==> src/rtl/cpu_isa_pkg.sv <==
// Shared ISA definitions for the 16-bit CPU: opcodes, funct codes, field slices,
// sequencer state encoding and the decoded-instruction bundle.
package cpu_isa_pkg;

    localparam logic [3:0] OP_NOP   = 4'h0;
    localparam logic [3:0] OP_LB    = 4'h2;
    localparam logic [3:0] OP_SB    = 4'h4;
    localparam logic [3:0] OP_ADDI  = 4'h5;
    localparam logic [3:0] OP_ANDI  = 4'h6;
    localparam logic [3:0] OP_RTYPE = 4'hF;

    localparam logic [2:0] FN_ADD = 3'b000;
    localparam logic [2:0] FN_SUB = 3'b001;
    localparam logic [2:0] FN_SRL = 3'b011;
    localparam logic [2:0] FN_AND = 3'b101;
    localparam logic [2:0] FN_OR  = 3'b110;

    localparam int OP_HI    = 15, OP_LO    = 12;
    localparam int RS_HI    = 11, RS_LO    = 9;
    localparam int RT_HI    = 8,  RT_LO    = 6;
    localparam int RD_HI    = 5,  RD_LO    = 3;
    localparam int FUNCT_HI = 2,  FUNCT_LO = 0;
    localparam int IMM6_HI  = 5,  IMM6_LO  = 0;

    typedef enum logic [2:0] {
        ST_IDLE,
        ST_FETCH,
        ST_DECODE,
        ST_EXEC,
        ST_MEM,
        ST_WB,
        ST_HALT
    } state_t;

    typedef struct packed {
        logic       is_nop;
        logic       is_ld;
        logic       is_st;
        logic       is_alu;
        logic       use_imm;
        logic       imm_signed;
        logic       illegal;
        logic [2:0] wa;
        logic [2:0] alu_func;
    } decode_t;

    function automatic logic [7:0] extend_imm6(input logic [5:0] imm6, input logic is_signed);
        return is_signed ? {{2{imm6[5]}}, imm6} : {2'b00, imm6};
    endfunction

endpackage

==> src/rtl/cpu_instr_decode.sv <==
// Combinational instruction decoder: classifies the latched instruction word and
// derives the write index and ALU function for the sequencer.
module cpu_instr_decode
    import cpu_isa_pkg::*;
(
    input  logic [15:0] ir,
    output decode_t     dec
);

    logic [3:0] opcode;
    assign opcode = ir[OP_HI:OP_LO];

    always_comb begin
        // NOTE: every field gets a default before the case so no path leaves a latch.
        dec            = '0;
        dec.wa         = ir[RT_HI:RT_LO];
        dec.alu_func   = FN_ADD;
        dec.imm_signed = 1'b1;
        unique case (opcode)
            OP_NOP: dec.is_nop = 1'b1;
            OP_LB: begin
                dec.is_ld   = 1'b1;
                dec.use_imm = 1'b1;
            end
            OP_SB: begin
                dec.is_st   = 1'b1;
                dec.use_imm = 1'b1;
            end
            OP_ADDI: begin
                dec.is_alu  = 1'b1;
                dec.use_imm = 1'b1;
            end
            OP_ANDI: begin
                dec.is_alu     = 1'b1;
                dec.use_imm    = 1'b1;
                dec.imm_signed = 1'b0;
                dec.alu_func   = FN_AND;
            end
            OP_RTYPE: begin
                // Funct is passed straight to the ALU; unknown codes are not trapped.
                dec.is_alu   = 1'b1;
                dec.wa       = ir[RD_HI:RD_LO];
                dec.alu_func = ir[FUNCT_HI:FUNCT_LO];
            end
            default: dec.illegal = 1'b1;
        endcase
    end

endmodule

==> src/rtl/cpu_ctrl_sequencer.sv <==
// Multi-cycle control sequencer: owns PC, IR, phase FSM and the sticky illegal flag,
// and issues per-phase control to the register file, ALU, data memory and writeback.
module cpu_ctrl_sequencer
    import cpu_isa_pkg::*;
#(
    parameter logic [7:0] HALT_ADDR = 8'hFE,
    parameter logic [7:0] RESET_PC  = 8'h00
) (
    input  logic        CLK,
    input  logic        RESET,
    input  logic        START,
    output logic [7:0]  PC_ADDR,
    input  logic [15:0] INSTR,
    output logic [2:0]  RF_RA1,
    output logic [2:0]  RF_RA2,
    output logic [2:0]  RF_WA,
    output logic        RF_WE,
    output logic [2:0]  ALU_FUNC,
    output logic        ALU_SRC_IMM,
    output logic [7:0]  IMM,
    output logic        DMEM_REQ,
    output logic        DMEM_WE,
    input  logic        DMEM_READY,
    output logic        WB_SEL,
    output logic        BUSY,
    output logic        HALTED,
    output logic        ILLEGAL
);

    state_t     state, state_d;
    logic [7:0] pc, pc_d;
    logic [15:0] ir, ir_d;
    logic       illegal_q, illegal_d;
    decode_t    dec;

    cpu_instr_decode u_decode (
        .ir  (ir),
        .dec (dec)
    );

    // NOTE: sequential state uses non-blocking assignments only; the next-state
    // values come from the combinational block below.
    always_ff @(posedge CLK) begin
        if (RESET) begin
            state     <= ST_IDLE;
            pc        <= RESET_PC;
            ir        <= '0;
            illegal_q <= 1'b0;
        end else begin
            state     <= state_d;
            pc        <= pc_d;
            ir        <= ir_d;
            illegal_q <= illegal_d;
        end
    end

    always_comb begin
        state_d   = state;
        pc_d      = pc;
        ir_d      = ir;
        illegal_d = illegal_q;
        unique case (state)
            ST_IDLE, ST_HALT: begin
                if (START) begin
                    state_d   = ST_FETCH;
                    pc_d      = RESET_PC;
                    illegal_d = 1'b0;
                end
            end
            ST_FETCH: begin
                if (pc == HALT_ADDR) begin
                    state_d = ST_HALT;
                end else begin
                    ir_d    = INSTR;
                    state_d = ST_DECODE;
                end
            end
            ST_DECODE: begin
                pc_d = pc + 8'd2;
                if (dec.illegal) begin
                    state_d   = ST_HALT;
                    illegal_d = 1'b1;
                end else if (dec.is_nop) begin
                    state_d = ST_FETCH;
                end else begin
                    state_d = ST_EXEC;
                end
            end
            ST_EXEC:  state_d = (dec.is_ld || dec.is_st) ? ST_MEM : ST_WB;
            ST_MEM: begin
                // Request is held until the memory completes; loads still need WB.
                if (DMEM_READY) state_d = dec.is_ld ? ST_WB : ST_FETCH;
            end
            ST_WB:    state_d = ST_FETCH;
            default:  state_d = ST_IDLE;
        endcase
    end

    assign PC_ADDR     = pc;
    assign RF_RA1      = ir[RS_HI:RS_LO];
    assign RF_RA2      = ir[RT_HI:RT_LO];
    assign RF_WA       = dec.wa;
    assign ALU_FUNC    = dec.alu_func;
    assign ALU_SRC_IMM = dec.use_imm;
    assign IMM         = extend_imm6(ir[IMM6_HI:IMM6_LO], dec.imm_signed);
    assign WB_SEL      = dec.is_ld;

    assign RF_WE    = (state == ST_WB);
    assign DMEM_REQ = (state == ST_MEM);
    assign DMEM_WE  = (state == ST_MEM) && dec.is_st;
    assign BUSY     = (state != ST_IDLE) && (state != ST_HALT);
    assign HALTED   = (state == ST_HALT);
    assign ILLEGAL  = illegal_q;

endmodule

==> config.mk <==
export PLATFORM = sky130hd
export DESIGN_NAME = cpu_ctrl_sequencer
export DESIGN_NICKNAME = d
export VERILOG_FILES = /design/src/rtl/cpu_isa_pkg.sv /design/src/rtl/cpu_instr_decode.sv /design/src/rtl/cpu_ctrl_sequencer.sv
export SDC_FILE = /design/constraint.sdc
export NUM_CORES = 1
export LEC_CHECK = 0
export BUFFER_PORTS_ARGS = -buffer_cell sky130_fd_sc_hd__buf_2
export CAP_MARGIN = 20
export CORE_ASPECT_RATIO = 1.75
export CORE_MARGIN = 5
export CORE_UTILIZATION = 52
export CTS_CLUSTER_SIZE = 24
export DETAILED_ROUTE_END_ITERATION = 10
export MAX_ROUTING_LAYER = met4
export PLACE_DENSITY = 0.94
export SYNTH_ARGS = -nofsm -noshare
export SYNTH_HDL_FRONTEND = slang
export SYNTH_SLANG_ARGS = --single-unit
==> constraint.sdc <==
create_clock -name CLK -period 2.2 [get_ports CLK]
set_input_delay 0.33 -clock CLK [delete_from_list [all_inputs] [get_ports CLK]]
set_output_delay 0.33 -clock CLK [all_outputs]
set_load 0.02 [all_outputs]
==> reports/qor.csv, run 1 <==
metric,value,unit
status,finished clean,
"Avg Cell Area, Syn",8.50,sq um
1st-iter DRT viols,56,
diode count,0,
Worst Setup End Kind,primary output,
Synth Warn #,0,
CP Launch Point,state[2],
Post-synth top cells,"nor2_1 (28), dfxtp_1 (27), mux2i_1 (17)",
Post-CTS Setup Bufs,0,
critical-path maximum fanout,13,
Setup Skew,0.00407,ns
synthesized flop and latch total,27,
Die Wd,50.9,um
port buffer count,54,
H-tree lvl count,1,
Crit Path Category,register to primary output,
Pleak,0.869,nW
Final min period,2.01,ns
most common cell in the netlist,nor2_1,
Yosys cell types,43,
layout cell share with drive strength beyond 1,0.327,
final setup vio count,0,
Post-Place Cells,238,
clk_lat worst skew,0.28,ns
"Cell Chain, Critical Path",nand2b_1 -> nor2_1 -> and4b_1 -> buf_2,
Power per Cell Area,695,nW/um^2
routability-driven placement congestion ratio,0.815,
Overflow after GRT,0,
Async SR Flop Fraction,0,
relative max-transition margin,0.647,
Seq. cell area,541,sq um
Post-Layout Inst Area,1720,sq um
Max-cap violations,0,
vias in the first global route,1338,
"reg-to-reg slack, setup",0.47,ns
Sink Count,27,
"CP delay by family, top",simple AND/OR/NAND/NOR gates,
Layout area overhead,13.2,%
global-route usage over all layers,0.180,
Netlist Area Pre-Place,1520,sq um
core box area,2860,sq um
via count,1374,
post-detailed-route count of antenna-violating nets,0,
Total Routed Length,3510,um
"Seq/Total Area, Yosys",0.355,
I/O pin cnt,56,
initial antenna violation count,0,
TritonCTS clock tree,built,
largest net degree at the start of global routing,28,
Post-CTS Resized,0,
drt wl/cell,14.5,um
CP startpoint kind,register,
Yosys top cell area share,0.355,
peak supply drop,470,uV
ys flop type,dfxtp_1,
final hold violation count,0,
root buffer cell,clkbuf_8,
hold crit path type,input pin to register,
largest cells by area after synthesis,"dfxtp_1 (36%), mux2i_1 (11%), buf_4 (6.9%)",
CP arrival,1.68,ns
Initial Util,0.531,
unrepaired setup endpoints after global routing,no,
Die Height,81.6,um
clk slew on worst S/H paths,0.09,ns
TritonCTS Buffers,3,
drt drc,0,
row count,26,
Crit Reg-Reg Startpoint,state[0],
nets,236,
Synth Instances,179,
Multi-input gate area,808,sq um
placed cell areas,1670,sq um
worst path bufs/invs,1,
critical path required time,1.87,ns
fill count,265,
number of synthesized flops with an enable pin,0,
"area leader, netlist",dfxtp_1,
"Slew Viols, Final",0,
Worst Max-Slew Pin Slew,0.528,ns
fin crit share,0.915,
FMAX,0.497,GHz
hold_buf cts,0,
Mapped Nets,200,
biggest cell delay along the critical path,0.57,ns
Clock Tree Buf Depth,2,
first-pass GRT wire length,5710,um
DR pass1 iterations,4,
hold path startpoint,INSTR[15],
die outline area,4150,sq um
via/cell ratio,5.68,
Worst path slowest cell,dfxtp_1,
post-route non-filler standard cell count,242,
Setup TNS Final,0,ns
Detail Placement HPWL,2630,um
[state kept, by name, summed over array words and instances (netlist names)]
name and count:
state 3, ir 16, PC_ADDR 7, ILLEGAL 1
[worst register-to-register path, cell delays in order, from the launching register on]
cell and delay [ns]:
dfxtp_1 0.66, nor3b_2 0.36, o21ai_4 0.08, buf_4 0.23, mux2i_1 0.22, nor2_1 0.06
[per-stage QoR]
| step | total power [mW] | utilization | hold slack [ns] | setup slack, ns |
|---|---|---|---|---|
| global route | 1.26 | 0.601 | 0.284 | 0.0758 |
| floorplan | 0.858 | - | 0.465 | 0.539 |
| CTS | 1.20 | 0.601 | 0.271 | 0.189 |
| detailed placement | 0.911 | 0.584 | 0.468 | 0.533 |
| finish | 1.20 | 0.601 | 0.271 | 0.187 |
| global placement | 0.902 | 0.584 | 0.450 | 0.571 |
[cell families after synthesis]
| family | synth area share |
|---|---|
| AND/OR/NAND/NOR | 0.234 |
| AO/OA/AOI/OAI | 0.137 |
| flip-flops | 0.355 |
| buffers and inverters | 0.113 |
| multiplexers | 0.144 |
| adder cells (fa/ha/maj) | 0.00822 |
| other | 0.00246 |
| XOR/XNOR | 0.00576 |
[area by class of cell]
type,instances,share of cell area
multi-input combinational,125,0.469
sequential,27,0.314
timing repair buffer,55,0.161
clock buffer,3,0.0240
tap,28,0.0203
inverter,3,0.00654
clock inverter,1,0.00436
[metal layers]
layer	wire (um)	global-route usage	vias to the layer above
met5	0	-	-
met4	64	0.0972	0
met3	175	0.0309	5
met2	1850	0.313	44
met1	1420	0.188	639
li1	-	-	686
[layout by cell type, fill, tap and decap left out, types with 3 or more instances in the layout]
| cell type | n |
|---|---|
| buf_2 | 54 |
| nor2_1 | 28 |
| dfxtp_1 | 27 |
| mux2i_1 | 17 |
| a21oi_1 | 11 |
| nand3_1 | 8 |
| o21ai_0 | 7 |
| nand2b_1 | 5 |
| nor3_1 | 5 |
| nand2_1 | 5 |
| or3_1 | 4 |
| inv_1 | 3 |
| and3_1 | 3 |
| mux2_2 | 3 |
| a31oi_1 | 3 |
| clkbuf_8 | 3 |
[path summary, 6_finish.rpt]
check | endpoint | cells after the start
worst max register to register | ir[2] | 5
worst min register to register | ILLEGAL | 1
worst max-delay path | DMEM_WE | 4
worst min-delay path | ir[15] | 3
[power breakdown]
part / internal [mW] / total [mW] / switching (mW) / leakage, nW
Sequential: 0.526 / 0.580 / 0.0546 / 0.220
Combinational: 0.136 / 0.322 / 0.186 / 0.627
Clock: 0.129 / 0.295 / 0.166 / 0.0217
(Power assumes the default switching activity.)
==> run 2, diff against run 1 <==
--- a/config.mk
+++ b/config.mk
@@ -14,6 +14,7 @@
 export DETAILED_ROUTE_END_ITERATION = 10
 export MAX_ROUTING_LAYER = met4
 export PLACE_DENSITY = 0.94
+export RECOVER_POWER = 100
 export SYNTH_ARGS = -nofsm -noshare
 export SYNTH_HDL_FRONTEND = slang
 export SYNTH_SLANG_ARGS = --single-unit
==> reports/qor.csv, run 2 (synthesized netlist as in run 1, its figures left out) <==
metric,value,unit,change
drt drc,0,,unchanged
drt wl/cell,14.4,um,was 14.5 um
initial antenna violation count,0,,unchanged
Total Routed Length,3480,um,was 3510 um
Pleak,0.717,nW,was 0.869 nW
Setup WS post-layout,0.175,ns,was 0.187 ns
critical path required time,2.36,ns,was 1.87 ns
R2R depth,5,,unchanged
Overflow after GRT,0,,unchanged
"commonest non-fill, non-tap cell in the layout",clkbuf_1,,was buf_2
worst path bufs/invs,1,,unchanged
Seq. cell area,541,sq um,unchanged
routability-driven placement congestion ratio,0.815,,unchanged
Power per Cell Area,707,nW/um^2,was 695 nW/um^2
number of flip-flops in the largest register,16,,unchanged
Layout area overhead,9.38,%,was 13.2%
Hold Path Stages,3,,unchanged
Initial Util,0.531,,unchanged
"Slew Viols, Final",0,,unchanged
core box area,2860,sq um,unchanged
I/O pin cnt,56,,unchanged
"Cell Chain, Critical Path",nor3b_1 -> o21ai_4 -> clkbuf_2 -> mux2i_1 -> nor2_1,,was nand2b_1 -> nor2_1 -> and4b_1 -> buf_2
Clock Tree Buf Depth,2,,unchanged
global-route usage over all layers,0.180,,unchanged
Die Height,81.6,um,unchanged
Min Hold Slack,0.274,ns,was 0.271 ns
via count,1366,,"was 1,374"
layout cell share with drive strength beyond 1,0.154,,was 0.327
Die Wd,50.9,um,unchanged
Post-CTS Resized,0,,unchanged
TritonCTS clock tree,built,,unchanged
Worst Max-Slew Pin Slew,0.605,ns,was 0.528 ns
CP startpoint kind,register,,unchanged
TritonCTS Buffers,3,,unchanged
nets,236,,unchanged
critical-path maximum fanout,17,,was 13
reg-to-reg critical path endpoint,ir[2],,unchanged
hold_buf cts,0,,unchanged
Worst path slowest cell,dfxtp_1,,unchanged
Crit Reg-Reg Startpoint,state[0],,unchanged
Worst Setup End Kind,register,,was primary output
first-pass GRT wire length,5710,um,unchanged
1st-iter DRT viols,47,,was 56
hold path startpoint,INSTR[14],,was INSTR[15]
clk_lat worst skew,0.28,ns,about the same
final hold violation count,0,,unchanged
relative max-transition margin,0.597,,was 0.647
"reg-to-reg slack, setup",0.17,ns,was 0.47 ns
pre-CTS setup slack,0.533,ns,unchanged
clk slew on worst S/H paths,0.09,ns,about the same
placed cell areas,1670,sq um,unchanged
CP arrival,2.19,ns,was 1.68 ns
port buffer count,54,,unchanged
diode count,0,,unchanged
root buffer cell,clkbuf_8,,unchanged
FMAX,0.494,GHz,was 0.497 GHz
post-detailed-route count of antenna-violating nets,0,,unchanged
via/cell ratio,5.64,,was 5.68
Detail Placement HPWL,2630,um,unchanged
die outline area,4150,sq um,unchanged
Crit Path Category,register to register,,was register to primary output
largest net degree at the start of global routing,28,,unchanged
vias in the first global route,1338,,unchanged
Multi-input gate area,796,sq um,was 808 sq um
"commonest cells after routing, fill and taps aside","clkbuf_1 (34), nor2_1 (28), dfxtp_1 (27)",,"was buf_2 (54), nor2_1 (28), dfxtp_1 (27)"
status,finished clean,,unchanged
hold crit path type,input pin to register,,unchanged
most flop-heavy register,ir,,unchanged
Setup TNS Final,0,ns,unchanged
"CP delay by family, top",flip-flops,,was simple AND/OR/NAND/NOR gates
peak supply drop,466,uV,was 470 uV
Setup Skew,0.00553,ns,was 0.00407 ns
H-tree lvl count,1,,unchanged
WHS Endpoint,ir[14],,was ir[15]
fill count,278,,was 265
DR pass1 iterations,4,,unchanged
row count,26,,unchanged
fin crit share,0.921,,was 0.915
unrepaired setup endpoints after global routing,no,,unchanged
Sink Count,27,,unchanged
Post-CTS Setup Bufs,0,,unchanged
Max-cap violations,0,,unchanged
Final min period,2.03,ns,was 2.01 ns
final setup vio count,0,,unchanged
biggest cell delay along the critical path,0.66,ns,was 0.57 ns
Post-Layout Inst Area,1660,sq um,was 1720 sq um
[run 2: changes by cell type in the layout (fill, tap and decap cells not counted), sizes merged]
cell    change
clkbuf     +36
buf        -36
[run 2: final cells by class]
type / count / share of cell area
repair buffers: 55 / 0.140
well taps: 28 / 0.0211
multi-input cells: 125 / 0.478
inverters: 3 / 0.00677
clock buffers: 3 / 0.0248
flip-flops and latches: 27 / 0.325
clock inverters: 1 / 0.00451
[run 2: through the flow]
step | total power [mW] | cells | util
3_3_place_gp | 0.902 | 238 | 0.584
2_1_floorplan | 0.858 | 179 | -
4_1_cts | 1.20 | 242 | 0.601
3_5_place_dp | 0.911 | 238 | 0.584
5_1_grt | 1.25 | 242 | 0.581
6_report | 1.18 | 242 | 0.581
[run 2: how the worst max path moves through the flow]
| stage | startpoint | endpoint | slack (ns) | cells past startpoint |
|---|---|---|---|---|
| floorplan | state[0] | DMEM_WE | 0.54 | 4 |
| global placement | state[2] | DMEM_WE | 0.57 | 4 |
| detailed placement | state[0] | ir[2] | 0.53 | 5 |
| CTS | state[2] | DMEM_WE | 0.19 | 4 |
| global route | state[0] | ir[2] | 0.05 | 5 |
| finish | state[0] | ir[2] | 0.17 | 5 |
[run 2: where the power goes]
group,total [mW],internal [mW],switching [mW]
clock,0.293,0.129,0.163
sequential,0.580,0.526,0.0538
combinational,0.304,0.120,0.185
[run 2: metal layers]
metal | vias up | routed length (um) | global-route usage
li1 | 688 | - | -
met1 | 630 | 1400 | 0.188
met2 | 43 | 1850 | 0.313
met3 | 5 | 165 | 0.0309
met4 | 0 | 64 | 0.0972
met5 | - | 0 | -
[run 2: worst register-to-register path, stage by stage, from the launching register on]
cell and delay, ns:
dfxtp_1 0.66, nor3b_1 0.45, o21ai_4 0.09, clkbuf_2 0.35, mux2i_1 0.30, nor2_1 0.07
==> run 3, diff against run 2 <==
--- a/config.mk
+++ b/config.mk
@@ -9,12 +9,14 @@
 export CAP_MARGIN = 20
 export CORE_ASPECT_RATIO = 1.75
 export CORE_MARGIN = 5
-export CORE_UTILIZATION = 52
+export CORE_UTILIZATION = 50
+export CTS_BUF_LIST = sky130_fd_sc_hd__clkbuf_2 sky130_fd_sc_hd__clkbuf_4 sky130_fd_sc_hd__clkbuf_8
 export CTS_CLUSTER_SIZE = 24
 export DETAILED_ROUTE_END_ITERATION = 10
 export MAX_ROUTING_LAYER = met4
-export PLACE_DENSITY = 0.94
+export PLACE_DENSITY = 0.91
 export RECOVER_POWER = 100
 export SYNTH_ARGS = -nofsm -noshare
 export SYNTH_HDL_FRONTEND = slang
 export SYNTH_SLANG_ARGS = --single-unit
+export TNS_END_PERCENT = 1
==> reports/qor.csv, run 3 (synthesized netlist as in run 1, its figures left out) <==
metric,value,unit,change
Layout area overhead,9.21,%,was 9.38%
Power per Cell Area,701,nW/um^2,was 707 nW/um^2
status,finished clean,,unchanged
critical path depth,3,,was 5
Sink Count,27,,unchanged
Global Route met3 Usage,0.0143,,was 0.0309
diode count,0,,unchanged
"Slew Viols, Final",0,,unchanged
relative max-transition margin,0.608,,was 0.597
fin crit share,0.890,,was 0.921
"commonest cells after routing, fill and taps aside","clkbuf_1 (34), nor2_1 (28), dfxtp_1 (27)",,unchanged
CP Launch Point,ir[15],,was state[0]
reg-to-reg critical path endpoint,ir[15],,was ir[2]
Post-CTS Setup Bufs,0,,unchanged
Worst Max-Slew Pin Slew,0.589,ns,was 0.605 ns
1st-iter DRT viols,39,,was 47
root buffer cell,clkbuf_8,,unchanged
largest net degree at the start of global routing,28,,unchanged
Die Wd,51.7,um,was 50.9 um
Detail Placement HPWL,2530,um,was 2630 um
critical path required time,1.87,ns,was 2.36 ns
FMAX,0.511,GHz,was 0.494 GHz
hold_buf cts,0,,unchanged
vias in the first global route,1343,,"was 1,338"
"CP delay by family, top",flip-flops,,unchanged
most flop-heavy register,ir,,unchanged
routability-driven placement congestion ratio,0.890,,was 0.815
nets,236,,unchanged
Worst Setup End Kind,primary output,,was register
I/O pin cnt,56,,unchanged
Worst path slowest cell,dfxtp_1,,unchanged
Crit Path Category,register to primary output,,was register to register
DR pass1 iterations,4,,unchanged
layout cell share with drive strength beyond 1,0.150,,was 0.154
Max-cap violations,0,,unchanged
unrepaired setup endpoints after global routing,no,,unchanged
pre-CTS setup slack,0.527,ns,was 0.533 ns
"Cell Chain, Critical Path",nand4_1 -> mux2_2 -> clkbuf_1,,was nor3b_1 -> o21ai_4 -> clkbuf_2 -> mux2i_1 -> nor2_1
clk_lat worst skew,0.26,ns,was 0.28 ns
Post-CTS Resized,0,,unchanged
drt drc,0,,unchanged
critical-path maximum fanout,12,,was 17
final setup vio count,0,,unchanged
CP startpoint kind,register,,unchanged
Setup WS post-layout,0.242,ns,was 0.175 ns
clk slew on worst S/H paths,0.09,ns,about the same
number of flip-flops in the largest register,16,,unchanged
Overflow after GRT,0,,unchanged
R2R depth,5,,unchanged
hold path startpoint,INSTR[1],,was INSTR[14]
hold crit path type,input pin to register,,unchanged
Hold Path Stages,3,,unchanged
final hold violation count,0,,unchanged
via count,1386,,"was 1,366"
post-detailed-route count of antenna-violating nets,0,,unchanged
global-route track usage on met1,0.188,,about the same
CP arrival,1.63,ns,was 2.19 ns
"reg-to-reg slack, setup",0.28,ns,was 0.17 ns
worst path bufs/invs,1,,unchanged
initial antenna violation count,0,,unchanged
Final min period,1.96,ns,was 2.03 ns
first-pass GRT wire length,5750,um,was 5710 um
H-tree lvl count,1,,unchanged
Clock Tree Buf Depth,2,,unchanged
TritonCTS Buffers,3,,unchanged
Die Height,83.0,um,was 81.6 um
met2 GRT Util,0.288,,was 0.313
Crit Reg-Reg Startpoint,state[0],,unchanged
port buffer count,54,,unchanged
global-route usage over all layers,0.168,,was 0.180
row count,26,,unchanged
TritonCTS clock tree,built,,unchanged
"commonest non-fill, non-tap cell in the layout",clkbuf_1,,unchanged
biggest cell delay along the critical path,0.53,ns,was 0.66 ns
die outline area,4290,sq um,was 4150 sq um
core box area,2930,sq um,was 2860 sq um
Setup TNS Final,0,ns,unchanged
peak supply drop,578,uV,was 466 uV
Setup Skew,0.00211,ns,was 0.00553 ns
Pleak,0.720,nW,was 0.717 nW
GR peak layer,met2,,unchanged
drt wl/cell,13.9,um,was 14.4 um
Initial Util,0.520,,was 0.531
WHS Endpoint,ir[1],,was ir[14]
Total Routed Length,3350,um,was 3480 um
final core occ,0.568,,was 0.581
via/cell ratio,5.73,,was 5.64
-- run 3: area by class of cell --
class	count	area [sq um]
multi-input combinational	125	793
sequential	27	541
fill	289	1270
clock buffer	4	48.8
timing repair buffer	55	233
inverter	3	11.3
tap	28	35.0
-- run 3: per-stage QoR --
step | hold slack, ns | instance area [sq um] | total power, mW | std cells
after floorplan | 0.465 | 1520 | 0.858 | 179
after global placement | 0.445 | 1670 | 0.903 | 238
after detailed placement | 0.457 | 1670 | 0.910 | 238
after CTS | 0.288 | 1720 | 1.20 | 242
after global routing | 0.295 | 1660 | 1.23 | 242
final | 0.292 | 1660 | 1.16 | 242
-- run 3: worst max path at each step --
stage               endpoint  slack [ns]
floorplan            DMEM_WE        0.54
global placement    RF_WA[1]        0.54
detailed placement   DMEM_WE        0.53
CTS                 RF_WA[2]        0.23
global route         DMEM_WE        0.07
finish              RF_WA[2]        0.24
-- run 3: worst reg2reg max path, delay by kind of cell, from the launching register on --
| kind | cells | cell delay [ns] |
|---|---|---|
| mux | 1 | 0.28 |
| compound gates | 1 | 0.08 |
| simple gates | 2 | 0.45 |
| buf+inv | 1 | 0.36 |
| flops | 1 | 0.64 |
-- run 3: per-layer routing --
| metal | routed length, um | vias up |
|---|---|---|
| li1 | - | 689 |
| met1 | 1360 | 643 |
| met2 | 1750 | 46 |
| met3 | 162 | 8 |
| met4 | 81 | 0 |
| met5 | 0 | - |
-- run 3: report_power, final --
part / internal (mW) / leakage (nW) / switching, mW
clock network: 0.142 / 0.0262 / 0.143
logic: 0.118 / 0.473 / 0.183
registers: 0.526 / 0.220 / 0.0532
total: 0.785 / 0.720 / 0.379
